[src/rtl/icache_refill_pkg.sv]
// Shared instruction-cache constants and refill FSM state encodings.
// Block geometry is derived from the instruction count per block.
package icache_refill_pkg;

    localparam int ICACHE_BLK_INSTR = 4;
    localparam int ICACHE_ADDR_W    = 32;
    localparam int ICACHE_BLK_BYTES = 4 * ICACHE_BLK_INSTR;
    localparam int ICACHE_BLK_W     = 32 * ICACHE_BLK_INSTR;
    localparam int ICACHE_OFF_W     = $clog2(ICACHE_BLK_BYTES);

    typedef enum logic [1:0] {
        ST_IDLE     = 2'd0,
        ST_WAIT_GNT = 2'd1,
        ST_READ     = 2'd2,
        ST_DONE     = 2'd3
    } refill_state_t;

endpackage

[src/rtl/icache_refill.sv]
// Refill engine: on a miss, reads one cache block byte-wise from the shared RAM port and strobes it into the cache.
// Latency: miss-to-fill strobe is 3+BLK_BYTES cycles plus any grant wait.
// Backpressure: holds ram_req until granted; flush aborts the refill before DONE, no fill is issued.
module icache_refill
    import icache_refill_pkg::*;
#(
    parameter int BLK_INSTR = ICACHE_BLK_INSTR,
    parameter int ADDR_W    = ICACHE_ADDR_W
) (
    input  logic                     clk,
    input  logic                     rst_in,
    input  logic                     flush,
    input  logic                     miss,
    input  logic [ADDR_W-1:0]        if_ain,
    output logic                     ram_req,
    input  logic                     ram_gnt,
    output logic [ADDR_W-1:0]        ram_a,
    input  logic [7:0]               ram_din,
    output logic                     mem_in_en,
    output logic [ADDR_W-1:0]        mem_ain,
    output logic [32*BLK_INSTR-1:0]  mem_din
);

    localparam int BLK_BYTES = 4 * BLK_INSTR;
    localparam int BLK_W     = 32 * BLK_INSTR;
    localparam int OFF_W     = $clog2(BLK_BYTES);
    localparam int CNT_W     = OFF_W + 1;

    refill_state_t         state;
    refill_state_t         state_nxt;
    logic [CNT_W-1:0]      cnt;
    logic [ADDR_W-1:0]     base;
    logic [BLK_W-1:0]      blk;
    logic                  cnt_last;
    logic                  accept;

    assign cnt_last = (cnt == CNT_W'(BLK_BYTES));
    assign accept   = miss && !flush;

    always_ff @(posedge clk or negedge rst_in) begin
        if (!rst_in) begin
            state <= ST_IDLE;
        end else begin
            state <= state_nxt;
        end
    end

    always_comb begin
        state_nxt = state;
        ram_req   = 1'b0;
        ram_a     = '0;
        mem_in_en = 1'b0;
        case (state)
            ST_IDLE: begin
                if (accept) begin
                    state_nxt = ST_WAIT_GNT;
                end
            end
            ST_WAIT_GNT: begin
                ram_req = 1'b1;
                if (flush) begin
                    state_nxt = ST_IDLE;
                end else if (ram_gnt) begin
                    state_nxt = ST_READ;
                end
            end
            ST_READ: begin
                ram_req = 1'b1;
                // The final READ cycle only captures the last lane; no new address goes out.
                if (!cnt_last) begin
                    ram_a = base + ADDR_W'(cnt);
                end
                if (flush) begin
                    state_nxt = ST_IDLE;
                end else if (cnt_last) begin
                    state_nxt = ST_DONE;
                end
            end
            ST_DONE: begin
                // The data is genuine memory content, so a flush here still fills.
                mem_in_en = 1'b1;
                state_nxt = ST_IDLE;
            end
            default: begin
                state_nxt = ST_IDLE;
            end
        endcase
    end

    always_ff @(posedge clk or negedge rst_in) begin
        if (!rst_in) begin
            cnt  <= '0;
            base <= '0;
            blk  <= '0;
        end else begin
            case (state)
                ST_IDLE: begin
                    if (accept) begin
                        base <= if_ain & ~ADDR_W'(BLK_BYTES - 1);
                        blk  <= '0;
                    end
                end
                ST_WAIT_GNT: begin
                    if (ram_gnt) begin
                        cnt <= '0;
                    end
                end
                ST_READ: begin
                    if (!cnt_last) begin
                        cnt <= cnt + CNT_W'(1);
                    end
                    // RAM returns data one cycle late, so lane cnt-1 is the one arriving now.
                    for (int i = 0; i < BLK_BYTES; i++) begin
                        if (cnt == CNT_W'(i + 1)) begin
                            blk[8*i +: 8] <= ram_din;
                        end
                    end
                end
                default: begin
                end
            endcase
        end
    end

    assign mem_ain = base;
    assign mem_din = blk;

endmodule

[config.mk]
export PLATFORM = sky130hd
export DESIGN_NAME = icache_refill
export DESIGN_NICKNAME = d
export VERILOG_FILES = /design/src/rtl/icache_refill_pkg.sv /design/src/rtl/icache_refill.sv
export SDC_FILE = /design/constraint.sdc
export NUM_CORES = 1
export LEC_CHECK = 0
export BUFFER_PORTS_ARGS = -buffer_cell sky130_fd_sc_hd__clkbuf_2
export CAP_MARGIN = 20
export CORE_ASPECT_RATIO = 1.25
export CORE_MARGIN = 4
export CORE_UTILIZATION = 40
export DETAILED_ROUTE_END_ITERATION = 12
export PLACE_DENSITY = 0.68
export SYNTH_ARGS = -nofsm -noshare
export SYNTH_HDL_FRONTEND = slang
export SYNTH_SLANG_ARGS = --single-unit
[constraint.sdc]
create_clock -name clk -period 4.4 [get_ports clk]
set_clock_uncertainty 0.05 [all_clocks]
set_input_delay 0.66 -clock clk [delete_from_list [all_inputs] [get_ports clk]]
set_output_delay 0.66 -clock clk [all_outputs]
set_load 0.1 [all_outputs]
* After elaboration in Yosys (flattened, before gate mapping) *
Cells that the tools add are included.

word-level totals
  flip-flop bits (word level) = 163
  output and inout bits = 194
  word-level logic and storage cells = 117

operators by class
  add/sub/neg operators = 2
  equality and inequality tests = 40
  mux-type cells = 31
  reduce and logical (&&, ||, !) cells = 25

operators with widths
  operator                                                                number
  128-bit one-hot mux with 2 select lines                                 1
  128-bit 2-to-1 mux                                                      1
  8-bit 2-to-1 mux                                                        16
  32-bit 2-to-1 mux                                                       2
  3-bit AND reduction                                                     18
  5-bit by 4-bit equality test with 1-bit output (second input constant)  8
  2-bit != test (second input constant)                                   19
  32-bit by 5-bit adder with 32-bit output                                1
  5-bit by 3-bit equality test with 1-bit output (second input constant)  4
  5-bit by 2-bit equality test with 1-bit output (second input constant)  2
  2-bit 2-to-1 mux                                                        5
  5-bit 2-to-1 mux                                                        2
  5-bit one-hot mux with 2 select lines                                   1
  2-bit one-hot mux with 4 select lines                                   1
  3-bit != test (second input constant)                                   2
  5-bit by 1-bit adder with 5-bit output (second input constant)          1
  5-bit by 1-bit equality test with 1-bit output (second input constant)  1
  5-bit equality test (second input constant)                             1
  2-bit equality test (second input constant)                             2
  2-bit nonzero test                                                      2
  2-bit by 1-bit equality test with 1-bit output (second input constant)  1
  2-bit logical NOT                                                       1
  1-bit 2-to-1 mux                                                        2
  2-bit AND reduction                                                     1
  other kinds (3)                                                         3

* Longest topological paths before layout *
Gate-level depths: netlist (run 1).

  depth after elaboration = 4
  gate-level depth with buffers = 8

* Worst setup path after synthesis (run 1) *
No wires, ideal clock.

  kind = reg-to-output
  from = register base[4], in the netlist mem_ain[4]
  to = output port ram_a[28]
  arrival time = 3.985 ns
  slack = -0.295 ns
  stages on the path, launching flop included = 8
  buffers on the path = 1
  cells stage by stage = dfrtp_1 > ha_1 > ha_1 > and4_1 > clkbuf_1 > nand3_1 > or4_1 > a21oi_1

between the ends
  longest elaborated chain between the ends = 3

RTL lines
  item                                      line                 source
  start, declared                           icache_refill.sv:32  logic [ADDR_W-1:0] base;
  start signal, assigned                    icache_refill.sv:99  base <= if_ain & ~ADDR_W'(BLK_BYTES - 1);
  32-bit by 5-bit adder with 32-bit output  icache_refill.sv:71  ram_a = base + ADDR_W'(cnt);
  32-bit 2-to-1 mux                         icache_refill.sv:70  if (!cnt_last) begin
  32-bit 2-to-1 mux                         icache_refill.sv:53  case (state)
  end, declared                             icache_refill.sv:17  output logic [ADDR_W-1:0] ram_a,

No other way between the ends.

* Worst setup path in the final report (run 1) *
  from = register cnt[4]
  to = output port ram_a[30]

between the ends
  longest elaborated chain between the ends = 3

RTL lines
  item                                                                                    line                                      source
  start, declared                                                                         icache_refill.sv:31                       logic [CNT_W-1:0] cnt;
  start signal, assigned                                                                  icache_refill.sv:110                      cnt <= cnt + CNT_W'(1);
  32-bit by 5-bit adder with 32-bit output / 5-bit equality test (equally long branches)  icache_refill.sv:71, icache_refill.sv:37
  32-bit 2-to-1 mux (*)                                                                   icache_refill.sv:70
  32-bit 2-to-1 mux (*)                                                                   icache_refill.sv:53

Mark *: on every way between the ends. The rest lies on a longest branch, timed or not.

==> impl_metrics.json, run 1 <==
{
  "async_reset_ff_share_pct": 100,
  "synth_most_common_cell": "dfrtp_1",
  "status": "completed",
  "min_period_ns": 3.92,
  "vias_per_cell": 5.12,
  "path_class": "flop to output port",
  "cts_sinks": 163,
  "drc": 0,
  "ctsHoldBuffers": 0,
  "vias": 5263,
  "arrival_ns": 3.21,
  "syn_inst": 556,
  "worst_setup_path_start_kind": "flop",
  "antennaDiodeCount": 0,
  "max_freq_mhz": 255,
  "hold_viol": 0,
  "core-area_um2": 18000,
  "synth_ff_type": "dfrtp_1",
  "rr_worst_depth": 7,
  "hpwl_um": 13800,
  "fin_nets": 844,
  "grt_pass1_wl_um": 29800,
  "synth_seq_cells": 163,
  "synth_area_leaders": "dfrtp_1 56%, mux2_2 20%, mux2_1 3.9%, ha_1 2.2%, a21oi_1 1.5%",
  "ant_nets": 0,
  "cts.path.max_buffers": 2,
  "cap_violations": 0,
  "finalSetupViolCount": 0,
  "fp.dieW_um": 129,
  "drive_above_1_share_pct": 53.2,
  "netlist_area_um2": 7310,
  "synth_top_cell_area_share_pct": 55.8,
  "cts_root_buf": "clkbuf_16",
  "die_h_um": 159,
  "tns_ns": 0,
  "synth.avg_cell_area_um2": 13.1,
  "antenna_found_initial": 0,
  "first_pass_iters": 4,
  "cts_setup_buffers": 0,
  "cts_tree": "done",
  "port_buffers": 230,
  "cts_max_level": 4,
  "worst-r2r-setup-slack_ns": 1.52,
  "critical_path.max_fanout": 9,
  "grt_pass1_vias": 5320,
  "num_rows": 55,
  "initial_utilization_pct": 40.5,
  "drt_iter0_markers": 153,
  "track_usage_pct": 18.6,
  "wl_um": 19000,
  "numCtsBuffers": 17,
  "gp_congestion": 0.874,
  "grt_start_max_net_pins": 106,
  "holdCritPathClass": "input port to async pin",
  "cts.clk_slew.worst_paths_ns": 0.06,
  "wl_per_cell_um": 18.5,
  "tightest_slew_ns": 1.11,
  "post_cts_resized": 0,
  "slew_viol_final": 0,
  "synth_warnings": 0,
  "worstReg2RegEnd": "mem_din[11]$_DFFE_PN0P_",
  "dieArea_um2": 20500,
  "clock_latency_ns": 0.42,
  "ys_seq_area_share_pct": 55.8,
  "post-route-period-util_pct": 89.1,
  "yosysUniqueCellTypes": 49,
  "cp-end-kind": "output port",
  "cp.required_ns": 3.69,
  "timing.rr.start": "state[0]$_DFFE_PN0P_",
  "area_delta_synth_final_pct": 26.8,
  "synthTopCellsByCount": "163 x dfrtp_1, 131 x mux2_2, 25 x mux2_1",
  "grt_overflow_total": 0,
  "synth-edff-count": 0,
  "synth_top_area_cell": "dfrtp_1",
  "slew_headroom_pct": 25.7,
  "io_pins": 239,
  "rsz0062_at_grt": "false"
}
==> per-layer routing <==
metal / vias to the layer above / wire, um / share of wire, % / GRT usage, %
li1: 2436 / - / - / -
met1: 2607 / 7740 / 41 / 22.5
met2: 202 / 9040 / 48 / 30.3
met3: 18 / 1970 / 10 / 7.99
met4: 0 / 236 / 1.2 / 4.82
met5: - / 0 / 0 / 0
==> sequential cells by signal (all words and copies together), names as in the netlist <==
| register | count |
|---|---|
| mem_din | 128 |
| mem_ain | 28 |
| cnt | 5 |
| state | 2 |
==> how the worst max path moves through the flow <==
stage | startpoint | endpoint | depth (start not counted)
after floorplan | mem_ain[4]$_DFFE_PN0P_ | ram_a[28] | 7
after global placement | cnt[4]$_DFFE_PN0P_ | ram_a[28] | 7
after detailed placement | cnt[4]$_DFFE_PN0P_ | ram_a[30] | 7
after CTS | cnt[4]$_DFFE_PN0P_ | ram_a[30] | 7
after global routing | cnt[4]$_DFFE_PN0P_ | ram_a[28] | 7
final | cnt[4]$_DFFE_PN0P_ | ram_a[30] | 7
==> kinds of logic (layout without fill, tap and decap cells) <==
kind of cell,count (synthesis),in the layout,synth area share (%)
compound gates,49,49,4.18
xor+xnor,11,11,1.32
fa+ha+maj,13,13,2.22
buf+inv,40,280,2.31
flops,163,163,55.8
mux,161,161,24.7
other cells,1,4,0.0513
simple gates,118,118,9.41
==> layout by cell type (no fill, tap or decap), types with 2 or more instances in the layout <==
cell	n
a21oi_1	15
a21oi_2	10
and2_0	8
and2_1	6
and3_1	2
and4_1	4
buf_4	6
clkbuf_16	17
clkbuf_2	229
clkinv_2	2
clkinv_4	3
conb_1	4
dfrtp_1	163
ha_1	13
inv_1	11
inv_6	4
inv_8	2
mux2_1	25
mux2_2	131
mux2i_1	5
nand2_1	21
nand2b_1	3
nand3_1	7
nand3b_1	2
nand4_1	8
nor2_1	17
nor2_2	10
nor3_1	3
nor3b_1	3
o211ai_1	7
o21a_1	2
o21ai_0	6
o31ai_1	4
or3_1	3
or4_1	12
xnor2_1	5
xor2_1	6
==> metrics by stage <==
stage                     worst slack (ns)  hold WS (ns)  area (um2)  cells  utilization, %
after CTS                            0.444         0.330        9270   1027            51.4
after global placement               0.946         0.418        8710    995            48.3
after global routing                 0.305         0.357        9270   1027            51.4
after detailed placement             0.906         0.425        8710    995            48.3
final                                0.477         0.266        9270   1027            51.4
after floorplan                      0.303         0.314        7350    559               -
==> final cells by class <==
cell class / instances / area (um2)
Clock inverter: 13 / 118
Fill cell: 1612 / 8760
Clock buffer: 19 / 443
Timing Repair Buffer: 236 / 1200
Multi-Input combinational cell: 356 / 3100
Tap cell: 228 / 285
Inverter: 12 / 45.0
Sequential cell: 163 / 4080
==> critical path, cell delays in order, from the launching register on <==
cell	delay [ns]
dfrtp_1	0.53
ha_1	0.22
ha_1	0.20
and4_1	0.34
nand3_1	0.27
or4_1	0.59
a21oi_2	0.16
clkbuf_2	0.48
Power of run 1 is not shown: default switching activity piles up to over one toggle a cycle in this logic, so the estimate is an artifact.
==> run 2: changes to the inputs <==
--- a/config.mk
+++ b/config.mk
@@ -12,6 +12,7 @@
 export CORE_UTILIZATION = 40
 export DETAILED_ROUTE_END_ITERATION = 12
 export PLACE_DENSITY = 0.68
+export SETUP_SLACK_MARGIN = 0.5
 export SYNTH_ARGS = -nofsm -noshare
 export SYNTH_HDL_FRONTEND = slang
 export SYNTH_SLANG_ARGS = --single-unit
==> run 2 against run 1 <==
Compared with the run above:
- count of clock-buffer cells in the layout fell by 1
- fmax rose by 6.0%
- sequential share of layout area fell by 0.94 points
- flip-flop and latch count did not move
- critical path depth did not move
- via count fell by 1.6%
- worst hold slack improved by 0.011 ns
- first-iteration DRC count rose by 7.8%
- final cell count fell by 0.19%
- register-to-register slack improved by 0.03 ns
- critical endpoint unchanged
- die area did not move
- global-route usage rose by 0.16 points
==> impl_metrics.json, run 2 (same netlist as run 1, synthesis figures left out) <==
{
  "drc": 0,
  "largest_reg_flops": 128,
  "ant_nets": 0,
  "drive_above_1_share_pct": 54.1,
  "cts_tree": "done",
  "grt_pass1_vias": 5297,
  "slew_viol_final": 0,
  "fin_ws_ns": 0.699,
  "ctsHoldBuffers": 0,
  "hpwl_um": 14200,
  "hold_viol": 0,
  "worst_setup_path_start_kind": "flop",
  "initial_utilization_pct": 40.5,
  "critical_path.max_fanout": 9,
  "tightest_slew_ns": 1.05,
  "dp_slack_ns": 0.921,
  "core-area_um2": 18000,
  "grt_start_max_net_pins": 108,
  "finalNonFillerCells": 1025,
  "clock_latency_ns": 0.41,
  "io_pins": 239,
  "gp_congestion": 0.828,
  "cap_violations": 0,
  "cp.required_ns": 3.69,
  "antennaDiodeCount": 0,
  "fin_nets": 842,
  "slew_headroom_pct": 29.6,
  "layout_common_cells": "218 x clkbuf_2, 162 x dfrtp_1, 131 x mux2_2, 25 x mux2_1, 21 x nand2_1",
  "drt_iter0_markers": 165,
  "path_class": "flop to output port",
  "rr_worst_depth": 7,
  "rsz0062_at_grt": "false",
  "vias_per_cell": 5.05,
  "tns_ns": 0,
  "cts_root_buf": "clkbuf_16",
  "die_h_um": 159,
  "holdCritPathClass": "input port to async pin",
  "arrival_ns": 2.99,
  "critPathLaunch": "cnt[4]$_DFFE_PN0P_",
  "antenna_found_initial": 0,
  "area_delta_synth_final_pct": 29.7,
  "worstReg2RegEnd": "mem_din[14]$_DFFE_PN0P_",
  "wl_um": 19200,
  "max_freq_mhz": 270,
  "cp-end-kind": "output port",
  "dieArea_um2": 20500,
  "final_common_cell": "clkbuf_2",
  "cp-endpoint": "ram_a[30]",
  "status": "completed",
  "track_usage_pct": 18.7,
  "worst-r2r-setup-slack_ns": 1.55,
  "timing.rr.start": "state[0]$_DFFE_PN0P_",
  "num_rows": 55,
  "wl_per_cell_um": 18.7,
  "cts_sinks": 163,
  "grt_overflow_total": 0,
  "min_period_ns": 3.70,
  "cts_max_level": 4,
  "port_buffers": 230,
  "finalSetupViolCount": 0,
  "dpl.cell_count": 993,
  "vias": 5181,
  "first_pass_iters": 4,
  "grt_pass1_wl_um": 29900,
  "numCtsBuffers": 17,
  "fp.dieW_um": 129,
  "cts.path.max_buffers": 2,
  "cts.clk_slew.worst_paths_ns": 0.07,
  "post-route-period-util_pct": 84.1
}
run 2: changes by cell type in the layout (fill, tap and decap cells not counted), moves of 4 or more:
cell	before	now
clkbuf_2	229	218
buf_12	0	8
a21oi_4	0	5
nor2_1	17	12
nor2_2	10	15
a21oi_2	10	6
clkbuf_4	0	4
run 2: final cells by class:
class                   count  area (um2)
clock buffers              18         439
fillers                  1605        8550
repair buffers            234        1320
clock inverters            14         160
flip-flops and latches    163        4080
multi-input cells         356        3150
well taps                 228         285
inverters                  12        45.0
run 2: what timing repair did:
item | in CTS | in global routing
setup endpoints to repair | 3 | 6
buffers inserted | 0 | 0
gates resized for setup | 3 | 3
run 2: layer usage:
metal | part of all wire, % | GRT usage [%] | vias to the layer above
li1 | - | - | 2433
met3 | 8.6 | 6.91 | 27
met4 | 2.3 | 6.69 | 0
met2 | 49 | 30.7 | 192
met5 | 0 | 0 | -
met1 | 40 | 22.5 | 2529
run 2: critical path, cell delays in order (launching register included):
cell and delay (ns):
dfrtp_2 0.45, ha_1 0.18, ha_1 0.20, and4_1 0.34
nand3_1 0.27, or4_1 0.62, a21oi_4 0.17, clkbuf_4 0.34
run 2: through the flow:
| step | hold slack [ns] | utilization [%] | area [um2] |
|---|---|---|---|
| after floorplan | 0.314 | - | 7400 |
| after global placement | 0.417 | 49.2 | 8870 |
| after detailed placement | 0.425 | 49.2 | 8870 |
| after CTS | 0.334 | 52.6 | 9480 |
| after global routing | 0.356 | 52.6 | 9480 |
| final | 0.277 | 52.6 | 9480 |
run 2: worst min-delay path by stage:
| stage | start | end | slack (ns) | depth (start not counted) |
|---|---|---|---|---|
| 6_report | rst_in | mem_ain[10]$_DFFE_PN0P_ | 0.28 | 1 |
| 3_3_place_gp | mem_din[101]$_DFFE_PN0P_ | mem_din[101]$_DFFE_PN0P_ | 0.42 | 1 |
| 5_1_grt | rst_in | mem_ain[10]$_DFFE_PN0P_ | 0.36 | 1 |
| 4_1_cts | rst_in | mem_ain[16]$_DFFE_PN0P_ | 0.33 | 1 |
| 2_1_floorplan | rst_in | cnt[0]$_DFFE_PN0P_ | 0.31 | 0 |
| 3_5_place_dp | mem_din[39]$_DFFE_PN0P_ | mem_din[39]$_DFFE_PN0P_ | 0.43 | 1 |
Power of run 2 is left out for the same reason.
==> run 3: changes to the inputs <==
--- a/config.mk
+++ b/config.mk
@@ -5,6 +5,7 @@
 export SDC_FILE = /design/constraint.sdc
 export NUM_CORES = 1
 export LEC_CHECK = 0
+export ABC_AREA = 1
 export BUFFER_PORTS_ARGS = -buffer_cell sky130_fd_sc_hd__clkbuf_2
 export CAP_MARGIN = 20
 export CORE_ASPECT_RATIO = 1.25
==> constraint.sdc (replaced) <==
create_clock -name clk -period 3.58 [get_ports clk]
set_clock_uncertainty 0.05 [all_clocks]
set_input_delay 0.537 -clock clk [delete_from_list [all_inputs] [get_ports clk]]
set_output_delay 0.537 -clock clk [all_outputs]
set_load 0.1 [all_outputs]
==> run 3 against run 2 <==
Compared with the run above:
- synthesized cell count grew 51%
- worst setup slack worse by 0.034 ns
- critical path depth rose by 3
- non-clock buffer count up 4
- routed wire length increased by 13%
- synthesized area is 1.9% higher
- worst hold slack got worse by 0.17 ns
- global-route usage up 2.3 points
- via count up 24%
==> impl_metrics.json, run 3 <==
{
  "status": "completed",
  "synth_warnings": 0,
  "min_period_ns": 2.91,
  "fin_nets": 1117,
  "finalNonFillerCells": 1300,
  "initial_utilization_pct": 40.8,
  "synth-edff-count": 0,
  "rr_worst_depth": 6,
  "vias": 6442,
  "grt_overflow_total": 0,
  "hold_viol": 0,
  "numCtsBuffers": 17,
  "clock_latency_ns": 0.42,
  "synth_ff_type": "dfrtp_1",
  "netlist_area_um2": 7450,
  "slowest_stage": "dfrtp_2",
  "synth_compound_area_share_pct": 13.9,
  "async_reset_ff_share_pct": 100,
  "finalSetupViolCount": 0,
  "wl_um": 21700,
  "syn_inst": 839,
  "worstReg2RegEnd": "mem_din[118]$_DFFE_PN0P_",
  "arrival_ns": 2.33,
  "vias_per_cell": 4.96,
  "path_class": "flop to output port",
  "synth_mux_area_share_pct": 2.42,
  "antenna_found_initial": 0,
  "post-route-period-util_pct": 81.4,
  "rsz0062_at_grt": "false",
  "cap_violations": 0,
  "drive_above_1_share_pct": 34.0,
  "yosysUniqueCellTypes": 31,
  "cp.required_ns": 2.99,
  "ant_nets": 0,
  "drt_iter0_markers": 444,
  "cp-end-kind": "output port",
  "synth.avg_cell_area_um2": 8.88,
  "layout_common_cells": "242 x nand2_1, 200 x clkbuf_2, 160 x dfrtp_1, 113 x o21ai_0, 70 x nor2_1",
  "critPathMostFrequentCell": "nor2_4",
  "synth_fa_ha_area_share_pct": 2.18,
  "worst-r2r-setup-slack_ns": 1.28,
  "core-area_um2": 18200,
  "area_delta_synth_final_pct": 31.9,
  "slew_headroom_pct": 38.6,
  "grt_start_max_net_pins": 79,
  "synth_top_family_by_area": "simple AND/OR/NAND/NOR gates",
  "nFillCells": 1711,
  "ctsHoldBuffers": 0,
  "cts_root_buf": "clkbuf_16",
  "synth_top_area_cell": "dfrtp_1",
  "tightest_slew_ns": 0.915,
  "path_cells": "ha_1 > ha_2 > nand2_1 > nor2_4 > nand3_2 > nor2_4 > nand2_1 > nor2_1 > nor2_4 > buf_12",
  "grt_pass1_wl_um": 34300,
  "synth-xor-area-share_pct": 0.235,
  "grt_pass1_vias": 6282,
  "slew_viol_final": 0,
  "ys_seq_area_share_pct": 54.8,
  "timing.rr.start": "state[0]$_DFFE_PN0P_",
  "track_usage_pct": 21.0,
  "synth_area_leaders": "dfrtp_1 55%, nand2_1 12%, o21ai_0 7.6%, nor2_1 4.5%, o21ai_2 2.7%",
  "max_freq_mhz": 343,
  "final_common_cell": "nand2_1",
  "tns_ns": 0,
  "holdCritPathClass": "input port to async pin",
  "num_rows": 55,
  "dpl.cell_count": 1266,
  "cts.path.max_buffers": 2,
  "cts_sinks": 163,
  "largest_reg_flops": 128,
  "cpPeakStageDelay_ns": 0.41,
  "grt_util_met2_pct": 35.1,
  "antennaDiodeCount": 0,
  "worst_setup_path_start_kind": "flop",
  "busiest_layer": "met2",
  "hpwl_um": 15800,
  "synthTopCellsByCount": "242 x nand2_1, 163 x dfrtp_1, 113 x o21ai_0",
  "first_pass_iters": 5,
  "cts_max_level": 4,
  "io_pins": 239,
  "synth-simple-area-share_pct": 19.8,
  "synth_seq_cells": 163,
  "die_h_um": 161,
  "port_buffers": 230,
  "synth_top_cell_area_share_pct": 54.8,
  "dieArea_um2": 20900,
  "critical_path.max_fanout": 5,
  "gp_congestion": 0.895,
  "cts_tree": "done",
  "drc": 0,
  "cts.clk_slew.worst_paths_ns": 0.07,
  "wl_per_cell_um": 16.7,
  "use_met1_pct": 26.2,
  "synth_most_common_cell": "nand2_1",
  "fp.dieW_um": 130,
  "use_met3_pct": 6.72
}
[run 3: logic make-up after synthesis]
| family | Yosys count |
|---|---|
| simple gates | 370 |
| xor+xnor | 2 |
| flops | 163 |
| other cells | 1 |
| compound gates | 186 |
| mux | 16 |
| buf+inv | 88 |
| fa+ha+maj | 13 |
[run 3: final cells by class]
| class | count | area [um2] | share of cell area (%) |
|---|---|---|---|
| well taps | 228 | 285 | 2.90 |
| clock inverters | 14 | 168 | 1.71 |
| multi-input cells | 591 | 3060 | 31.2 |
| repair buffers | 238 | 1600 | 16.3 |
| clock buffers | 18 | 439 | 4.47 |
| inverters | 48 | 184 | 1.87 |
| flip-flops and latches | 163 | 4080 | 41.6 |
[run 3: per-layer routing]
metal	share of wire [%]	routed length (um)
met4	1.7	368
met2	49	10700
met5	0	0
met3	8.0	1730
met1	41	8880
[run 3: through the flow]
stage,util [%],hold WS [ns],cell area [um2],setup slack [ns]
floorplan,-,0.191,7610,0.163
global placement,50.2,0.416,9150,0.800
detailed placement,50.2,0.422,9150,0.756
CTS,53.6,0.138,9780,0.516
global route,53.9,0.162,9820,0.517
finish,53.9,0.104,9820,0.666
[run 3: worst max-delay path, delay by kind of cell (launching register included)]
kind	cells	cell delay, ns
flops	1	0.41
simple gates	7	0.96
buf+inv	1	0.16
fa+ha+maj	2	0.37
[run 3: repair_timing]
action / 4_1_cts / 5_1_grt
pin swaps: 0 / 0
gates cloned: 0 / 0
gates resized for setup: 6 / 6
endpoints found under the setup margin: 14 / 16
setup buffers: 0 / 2
endpoints found under the hold margin: 0 / 0
[run 3: how the worst max path moves through the flow]
stage / start / to
after detailed placement: cnt[4]$_DFFE_PN0P_ / ram_a[16]
after CTS: cnt[4]$_DFFE_PN0P_ / ram_a[28]
after floorplan: state[0]$_DFFE_PN0P_ / ram_a[6]
final: cnt[4]$_DFFE_PN0P_ / ram_a[28]
after global placement: cnt[4]$_DFFE_PN0P_ / ram_a[16]
after global routing: cnt[4]$_DFFE_PN0P_ / ram_a[28]
Power of run 3 is left out for the same reason.
